## src/rtl/datamem_port_arbiter_if.sv

```systemverilog
// Bundle of CPU, host debug/loader and datamem signals around the data memory arbiter.
// slave = arbiter side, master = environment (CPU datapath, host port, datamem).
interface datamem_port_arbiter_if #(
  parameter int ADDR_W = 4,
  parameter int DATA_W = 8
);
  logic              cpu_run;
  logic              cpu_wr_en;
  logic [ADDR_W-1:0] cpu_wr_addr;
  logic [DATA_W-1:0] cpu_wr_data;
  logic              cpu_rd_en;
  logic [ADDR_W-1:0] cpu_rd_addr;
  logic              cpu_stall;

  logic              host_req;
  logic              host_we;
  logic [ADDR_W-1:0] host_addr;
  logic [DATA_W-1:0] host_wdata;
  logic              host_ack;
  logic [DATA_W-1:0] host_rdata;

  logic              mem_run;
  logic              mem_c17;
  logic [ADDR_W-1:0] mem_write_select;
  logic [DATA_W-1:0] mem_inp;
  logic [ADDR_W-1:0] mem_read_select;
  logic [DATA_W-1:0] mem_rdata;

  modport slave (
    input  cpu_run, cpu_wr_en, cpu_wr_addr, cpu_wr_data, cpu_rd_en, cpu_rd_addr,
    output cpu_stall,
    input  host_req, host_we, host_addr, host_wdata,
    output host_ack, host_rdata,
    output mem_run, mem_c17, mem_write_select, mem_inp, mem_read_select,
    input  mem_rdata
  );

  modport master (
    output cpu_run, cpu_wr_en, cpu_wr_addr, cpu_wr_data, cpu_rd_en, cpu_rd_addr,
    input  cpu_stall,
    output host_req, host_we, host_addr, host_wdata,
    input  host_ack, host_rdata,
    input  mem_run, mem_c17, mem_write_select, mem_inp, mem_read_select,
    output mem_rdata
  );
endinterface

```

## src/rtl/datamem_port_arbiter.sv

```systemverilog
// Shares the data memory between the CPU datapath (priority) and a 4-phase host port.
// Host accesses borrow an idle memory port; after MAX_WAIT busy cycles the CPU is stalled once.
module datamem_port_arbiter #(
  parameter int ADDR_W   = 4,
  parameter int DATA_W   = 8,
  parameter int MAX_WAIT = 4
) (
  input  logic                   clock,
  input  logic                   reset_n,
  datamem_port_arbiter_if.slave  bus
);

  typedef enum logic [1:0] {
    IDLE  = 2'd0,
    ARB   = 2'd1,
    FORCE = 2'd2,
    ACK   = 2'd3
  } state_t;

  localparam logic [3:0] WAIT_LAST = 4'(MAX_WAIT - 1);

  state_t            state_q, state_d;
  logic [3:0]        wait_cnt_q, wait_cnt_d;
  logic [DATA_W-1:0] host_rdata_q;

  logic              cpu_wr;
  logic              cpu_rd;
  logic              port_free;
  logic              slot;

  logic              run_mux;
  logic              c17_mux;
  logic [ADDR_W-1:0] wr_sel_mux;
  logic [DATA_W-1:0] wr_data_mux;
  logic [ADDR_W-1:0] rd_sel_mux;

  assign cpu_wr    = bus.cpu_run & bus.cpu_wr_en;
  assign cpu_rd    = bus.cpu_run & bus.cpu_rd_en;
  assign port_free = bus.host_we ? ~cpu_wr : ~cpu_rd;

  // FORCE owns the port regardless of host_req; ARB only while the request is still up.
  assign slot = (state_q == FORCE) ||
                ((state_q == ARB) && bus.host_req && port_free);

  always_ff @(posedge clock or negedge reset_n) begin
    if (!reset_n) begin
      state_q    <= IDLE;
      wait_cnt_q <= '0;
    end else begin
      state_q    <= state_d;
      wait_cnt_q <= wait_cnt_d;
    end
  end

  always_comb begin
    state_d    = state_q;
    wait_cnt_d = wait_cnt_q;
    unique case (state_q)
      IDLE: begin
        if (bus.host_req) begin
          state_d    = ARB;
          wait_cnt_d = '0;
        end
      end
      ARB: begin
        if (!bus.host_req) begin
          state_d = IDLE;
        end else if (port_free) begin
          state_d = ACK;
        end else if (wait_cnt_q == WAIT_LAST) begin
          state_d = FORCE;
        end else begin
          wait_cnt_d = wait_cnt_q + 4'd1;
        end
      end
      FORCE: state_d = ACK;
      ACK: begin
        if (!bus.host_req) state_d = IDLE;
      end
      default: state_d = IDLE;
    endcase
  end

  // The port the host does not need always stays with the CPU.
  always_comb begin
    run_mux     = bus.cpu_run;
    c17_mux     = bus.cpu_wr_en;
    wr_sel_mux  = bus.cpu_wr_addr;
    wr_data_mux = bus.cpu_wr_data;
    rd_sel_mux  = bus.cpu_rd_addr;
    if (slot) begin
      if (bus.host_we) begin
        run_mux     = 1'b1;
        c17_mux     = 1'b1;
        wr_sel_mux  = bus.host_addr;
        wr_data_mux = bus.host_wdata;
      end else begin
        rd_sel_mux  = bus.host_addr;
      end
    end
  end

  assign bus.cpu_stall        = (state_q == FORCE);
  assign bus.host_ack         = (state_q == ACK);
  assign bus.host_rdata       = host_rdata_q;
  assign bus.mem_run          = run_mux;
  assign bus.mem_c17          = c17_mux;
  assign bus.mem_write_select = wr_sel_mux;
  assign bus.mem_inp          = wr_data_mux;
  assign bus.mem_read_select  = rd_sel_mux;

  // Combinational memory read is sampled in the slot cycle, so a same-cycle CPU write is not seen.
  always_ff @(posedge clock or negedge reset_n) begin
    if (!reset_n) begin
      host_rdata_q <= '0;
    end else if (slot && !bus.host_we) begin
      host_rdata_q <= bus.mem_rdata;
    end
  end

endmodule
```

## src/flat_wrapper.sv

```systemverilog
// flat-port wrapper written by rule: the top's interface ports become plain ports
module datamem_port_arbiter_flat 
#(
  parameter int ADDR_W   = 4,
  parameter int DATA_W   = 8,
  parameter int MAX_WAIT = 4
)
  (clock, reset_n, bus_cpu_run, bus_cpu_wr_en, bus_cpu_wr_addr, bus_cpu_wr_data, bus_cpu_rd_en, bus_cpu_rd_addr, bus_cpu_stall, bus_host_req, bus_host_we, bus_host_addr, bus_host_wdata, bus_host_ack, bus_host_rdata, bus_mem_run, bus_mem_c17, bus_mem_write_select, bus_mem_inp, bus_mem_read_select, bus_mem_rdata);
  datamem_port_arbiter_if #(.ADDR_W(ADDR_W), .DATA_W(DATA_W)) bus_i ();
  input  logic clock;
  input  logic reset_n;
  input wire logic [$bits(bus_i.cpu_run)-1:0] bus_cpu_run;
  input wire logic [$bits(bus_i.cpu_wr_en)-1:0] bus_cpu_wr_en;
  input wire logic [$bits(bus_i.cpu_wr_addr)-1:0] bus_cpu_wr_addr;
  input wire logic [$bits(bus_i.cpu_wr_data)-1:0] bus_cpu_wr_data;
  input wire logic [$bits(bus_i.cpu_rd_en)-1:0] bus_cpu_rd_en;
  input wire logic [$bits(bus_i.cpu_rd_addr)-1:0] bus_cpu_rd_addr;
  output wire logic [$bits(bus_i.cpu_stall)-1:0] bus_cpu_stall;
  input wire logic [$bits(bus_i.host_req)-1:0] bus_host_req;
  input wire logic [$bits(bus_i.host_we)-1:0] bus_host_we;
  input wire logic [$bits(bus_i.host_addr)-1:0] bus_host_addr;
  input wire logic [$bits(bus_i.host_wdata)-1:0] bus_host_wdata;
  output wire logic [$bits(bus_i.host_ack)-1:0] bus_host_ack;
  output wire logic [$bits(bus_i.host_rdata)-1:0] bus_host_rdata;
  output wire logic [$bits(bus_i.mem_run)-1:0] bus_mem_run;
  output wire logic [$bits(bus_i.mem_c17)-1:0] bus_mem_c17;
  output wire logic [$bits(bus_i.mem_write_select)-1:0] bus_mem_write_select;
  output wire logic [$bits(bus_i.mem_inp)-1:0] bus_mem_inp;
  output wire logic [$bits(bus_i.mem_read_select)-1:0] bus_mem_read_select;
  input wire logic [$bits(bus_i.mem_rdata)-1:0] bus_mem_rdata;
  assign bus_i.cpu_run = bus_cpu_run;
  assign bus_i.cpu_wr_en = bus_cpu_wr_en;
  assign bus_i.cpu_wr_addr = bus_cpu_wr_addr;
  assign bus_i.cpu_wr_data = bus_cpu_wr_data;
  assign bus_i.cpu_rd_en = bus_cpu_rd_en;
  assign bus_i.cpu_rd_addr = bus_cpu_rd_addr;
  assign bus_cpu_stall = bus_i.cpu_stall;
  assign bus_i.host_req = bus_host_req;
  assign bus_i.host_we = bus_host_we;
  assign bus_i.host_addr = bus_host_addr;
  assign bus_i.host_wdata = bus_host_wdata;
  assign bus_host_ack = bus_i.host_ack;
  assign bus_host_rdata = bus_i.host_rdata;
  assign bus_mem_run = bus_i.mem_run;
  assign bus_mem_c17 = bus_i.mem_c17;
  assign bus_mem_write_select = bus_i.mem_write_select;
  assign bus_mem_inp = bus_i.mem_inp;
  assign bus_mem_read_select = bus_i.mem_read_select;
  assign bus_i.mem_rdata = bus_mem_rdata;
  datamem_port_arbiter #(.ADDR_W(ADDR_W), .DATA_W(DATA_W), .MAX_WAIT(MAX_WAIT)) u_core (.clock(clock), .reset_n(reset_n), .bus(bus_i));
endmodule
```

## config.mk

```make
export PLATFORM = sky130hd
export DESIGN_NAME = datamem_port_arbiter_flat
export DESIGN_NICKNAME = d
export VERILOG_FILES = /design/src/rtl/datamem_port_arbiter_if.sv /design/src/rtl/datamem_port_arbiter.sv /design/src/flat_wrapper.sv
export SDC_FILE = /design/constraint.sdc
export NUM_CORES = 1
export LEC_CHECK = 0
export ABC_AREA = 0
export CELL_PAD_IN_SITES_DETAIL_PLACEMENT = 1
export CELL_PAD_IN_SITES_GLOBAL_PLACEMENT = 2
export CORE_MARGIN = 2
export CORE_UTILIZATION = 33
export DETAILED_ROUTE_END_ITERATION = 6
export DONT_BUFFER_PORTS = 1
export PLACE_DENSITY = 0.85
export SYNTH_ARGS = -nofsm -noshare
export SYNTH_HDL_FRONTEND = slang
export SYNTH_SLANG_ARGS = --single-unit
```

## constraint.sdc

```tcl
create_clock -name clock -period 1.9 [get_ports clock]
set_clock_uncertainty 0.1 [all_clocks]
set_input_delay 0.38 -clock clock [delete_from_list [all_inputs] [get_ports clock]]
set_output_delay 0.38 -clock clock [all_outputs]
set_load 0.02 [all_outputs]
```

; Yosys cells after proc, flatten, opt, wreduce, memory -nomap -nowiden
; Cells that the tools add are included.
[word_totals]
in_bits = 43
out_inout_bits = 28
elab_cells = 49
regBits = 14
[op_classes]
n_mux = 22
eq_ne = 10
reduce_logical = 9
addsub = 1
n_bitwise = 4
[ops]
columns = operator, count
row1 = 2-to-1 mux 4 bit, 8
row2 = 2-to-1 mux 8 bit, 2
row3 = 2-to-1 mux 2 bit, 5
row4 = "!= test 2 bit, second input constant", 5
row5 = case mux 2 bit (4 select lines), 1
row6 = case mux 4 bit (2 select lines), 1
row7 = 2-to-1 mux 1 bit, 5
row8 = AND reduction 5 bit, 1
row9 = "adder 4 x 1 -> 4 bit, second input constant", 1
row10 = "equality test 2 bit, second input constant", 2
row11 = "equality test 4 x 2 -> 1 bit, second input constant", 1
row12 = "!= test 4 x 3 -> 1 bit, second input constant", 1
row13 = logical AND 1 bit, 3
row14 = AND reduction 3 bit, 1
row15 = AND 1 bit, 2
row16 = "equality test 2 x 1 -> 1 bit, second input constant", 1
row17 = zero test 2 bit, 1
row18 = NOT 1 bit, 2
row19 = nonzero test 2 bit, 1
row20 = zero test 1 bit, 1
row21 = logical OR 1 bit, 1

; Logic depth before layout (Yosys ltp)
[logic_depth]
ltp_word = 6
depth_mapped = 5
ltp_nobuf = 5

; Least setup slack after synthesis
; Ideal clock, no wire load.
[synth_path]
kind = flip-flop to output port
from = reg (tool-made name)
to = out bus_mem_read_select[0]
t_arrival_ns = 1.455
stages_incl_launch_ff = 6
slack_ns = -0.035
path_buffers = 1
required_ns = 1.420
cell_sequence = dfrtp_1 > nor2b_4 > a31oi_1 > nor2_2 > buf_4 > mux2_1
[synth_lines]
columns = element, line_no
row1 = to (decl), flat_wrapper.sv:29  ; output wire logic [$bits(bus_i.mem_read_select)-1:0] bus_mem_read_select;

==> summary.txt <==
Outcome
  – Status: finished with violations
  – Failing checks: negative setup slack

Pwr
  – Clock power frac: 0.132
  – Comb pwr share: 0.464
  – Switching share of power: 0.4303
  – P per Cell Area: about 1400 nW/um^2
  – Sw Pwr: 0.0007180 W
  – Sequential share of power: 0.404
  – P_leak: between 0.5 and 0.6 nW
  – Peak VDD IR: 0.0009429 V
  – Power Internal: between 0.0009 and 0.001 W

Detailed routing
  – Drt pass-1 iters: 3
  – 1st-iter DRT viols: 22
  – ANT nets after route: 0
  – # DRC: 0
  – Via Count: 730
  – Routed WL per cell: between 20 and 25 um
  – Via-to-Cell Ratio: approximately 5.9
  – Drt total wl: roughly 2600 um

Hold path
  – Hold Crit Class: input pin to flip-flop

Floorplanning
  – Area of the die: roughly 3300 um^2
  – Area of the core: between 2000 and 3000 um^2
  – Initial Util: 0.3466
  – Number of top-level pins: approximately 70
  – Die Ht: ~58 um
  – Die X: a little under 60 um
  – Row Count: 19

Critical path
  – Crit path arrival time: 1610 ps
  – Critical path's top delay family: flip-flops
  – CP max stage delay: 430 ps
  – Startpoint types: flip-flop
  – Worst Path Buf+Inv: 0
  – Req. time, crit path: between 1000 and 1500 ps
  – CP Class: flip-flop to output port
  – Endpoint class of the critical path: output port
  – Worst-path cell chain: nor2b_4 > a31o_4 > nand2_8 > mux2_4
  – CP max FO: 7
  – Slowest cell on crit path: dfrtp_1

Place
  – Area after DPL: ~1000 um^2
  – I/O Buffers: 0
  – Dpl hpwl: around 1900 um
  – Placer Congestion: around 0.8

Global routing
  – Largest net degree at the start of global routing: 15
  – Global-route wire length before repair: 3739 um
  – Total gr overflow: 0
  – Initial antenna violation count: 0
  – Total track usage: 0.1511
  – Vias in the first global route: 769

CTS
  – CTS tree: done
  – Clock Tree Root: clkbuf_4
  – CTS sink cnt: 14
  – Num CTS Buffers: 3
  – Max clock buf depth: 2
  – # H-tree levels: 1
  – Clock Latency Late Sink: roughly 290 ps
  – CTS clock-pin slew for the worst setup and hold paths: 90 ps

Synth
  – Synth cell count leaders: 14 x dfrtp_1, 10 x mux2_1, 9 x mux2_4
  – Mapped Nets: around 130
  – Cells after Synth: ~80
  – Synth area leader: dfrtp_1
  – Register area share after synthesis: 0.3665
  – Synth unique cells: 32
  – Cell with the most instances after synthesis: dfrtp_1
  – Number of synthesized flops with an enable pin: 0
  – Seq cells post-synth: 14
  – Synth Warn #: 0
  – Average cell area after synthesis: 11.80 um^2
  – Synth Flop Type: dfrtp_1
  – Mapped Area: 955.9 um^2
  – Most area-consuming cells after synthesis: dfrtp_1 37%, mux2_4 14%, mux2_1 12%
  – Area fraction of the dominant cell type after synthesis: 0.3665
  – Ys async rst share: 1.000

STA
  – Max_slew headroom: 0.5639
  – Worst slew pin tran: ~650 ps
  – Setup total negative slack: -2838 ps
  – Max Slew Vio Count: 0
  – Fin crit period: ~2100 ps
  – Fmax: between 400 and 500 MHz
  – Final period util: 1.098
  – Fin worst setup slack: -186.1 ps
  – RSZ-0062 raised after global routing: yes
  – Final Hold Viols: 0
  – Final setup fails: 18

Job
  – Max Cap Viol: 0

Cells and area
  – Antenna Cells: 0
  – Filler cells: 297
  – Fraction of layout cells with a size suffix above 1: 0.4624
  – P&R area growth vs syn: 24.21%
  – Layout net count: ~140
  – Design area: 1187 um^2
[per-layer routing]
layer	GRT usage	share of wire	vias up
met4	0.09967	0.031	0
met3	0.03125	0.071	8
li1	-	-	321
met1	0.1606	0.36	359
met5	0	0	-
met2	0.2679	0.54	42
[worst paths after layout]
path	startpoint	end	slack, ps	cells after the start
worst min-delay path	bus_host_req	flip-flop	120	2
min in group asynchronous	reset_n	u_core.wait_cnt_q[2]	450	1
worst min register to register	u_core.wait_cnt_q[1]	u_core.wait_cnt_q[1]	460	1
max in group asynchronous	reset_n	u_core.bus.host_rdata[0]	820	1
worst max register to register	flip-flop	u_core.bus.host_rdata[2]	130	7
worst max-delay path	flip-flop	bus_mem_write_select[3]	-190	4
[sequential cells by signal, indices dropped and copies added (netlist names), named ones only]
signal                 count
u_core.state_q             1
u_core.bus.host_rdata      8
u_core.wait_cnt_q          4
[kinds of logic (layout without fill, tap and decap cells)]
kind of cell,Yosys count,after routing,synth area share
DFF,14,14,0.3665
and+or+nand+nor,26,27,0.1767
AOI/OAI and AO/OA,10,10,0.07593
adders and majority gates,1,1,0.01309
muxes,26,26,0.3403
buffers and inverters,4,15,0.02748
[power groups by stage]
stage	Combinational, W	Clock [W]	Sequential (W)
5_1_grt	0.000838	0.000241	0.000694
6_report	0.000774	0.000221	0.000674
4_1_cts	0.000730	0.000231	0.000673
3_3_place_gp	0.000622	0	0.000666
2_1_floorplan	0.000545	0	0.000644
3_5_place_dp	0.000648	0	0.000680
[layout make-up]
class	instances	area, um^2	share of cell area
Tap cell	31	38.79	0.03267
Inverter	1	3.754	0.003161
Multi-Input combinational cell	64	673.1	0.5669
Sequential cell	14	350.3	0.2950
Clock buffer	4	36.28	0.03056
Timing Repair Buffer	10	85.08	0.07165
[cell usage in the layout (no fill, tap or decap), types with 2 or more instances in the layout]
cell type / count
and3_1: 3
a21oi_1: 3
mux2_2: 2
nand2_8: 2
and2_1: 2
dfrtp_1: 14
a211o_1: 2
nor2b_4: 2
nand3_1: 3
nand2_1: 4
nand2b_4: 2
mux2_4: 17
clkbuf_4: 3
buf_4: 7
nor2_1: 2
mux2_1: 6
buf_6: 2
[stage by stage]
step | worst slack (ps) | power, W | hold WS (ps) | utilization | std cells
2_1_floorplan | 5.731 | 0.001189 | -15.59 | - | 81
3_3_place_gp | 33.46 | 0.001288 | -15.28 | 0.3662 | 114
3_5_place_dp | 10.23 | 0.001328 | -15.27 | 0.3662 | 114
4_1_cts | -209.9 | 0.001634 | 112.1 | 0.4129 | 123
5_1_grt | -253.4 | 0.001773 | 109.8 | 0.4306 | 124
6_report | -186.1 | 0.001668 | 117.2 | 0.4306 | 124
[repair_timing]
| item | in CTS | in global routing |
|---|---|---|
| setup endpoints to repair | 18 | 18 |
| buffers inserted | 4 | 0 |
| pin swaps | 2 | 2 |
| gates cloned | 0 | 1 |
| hold endpoints to repair | 14 | 0 |
| resized for setup | 13 | 6 |
| hold buffers | 1 | 0 |
Power figures use the tool's default switching activity.
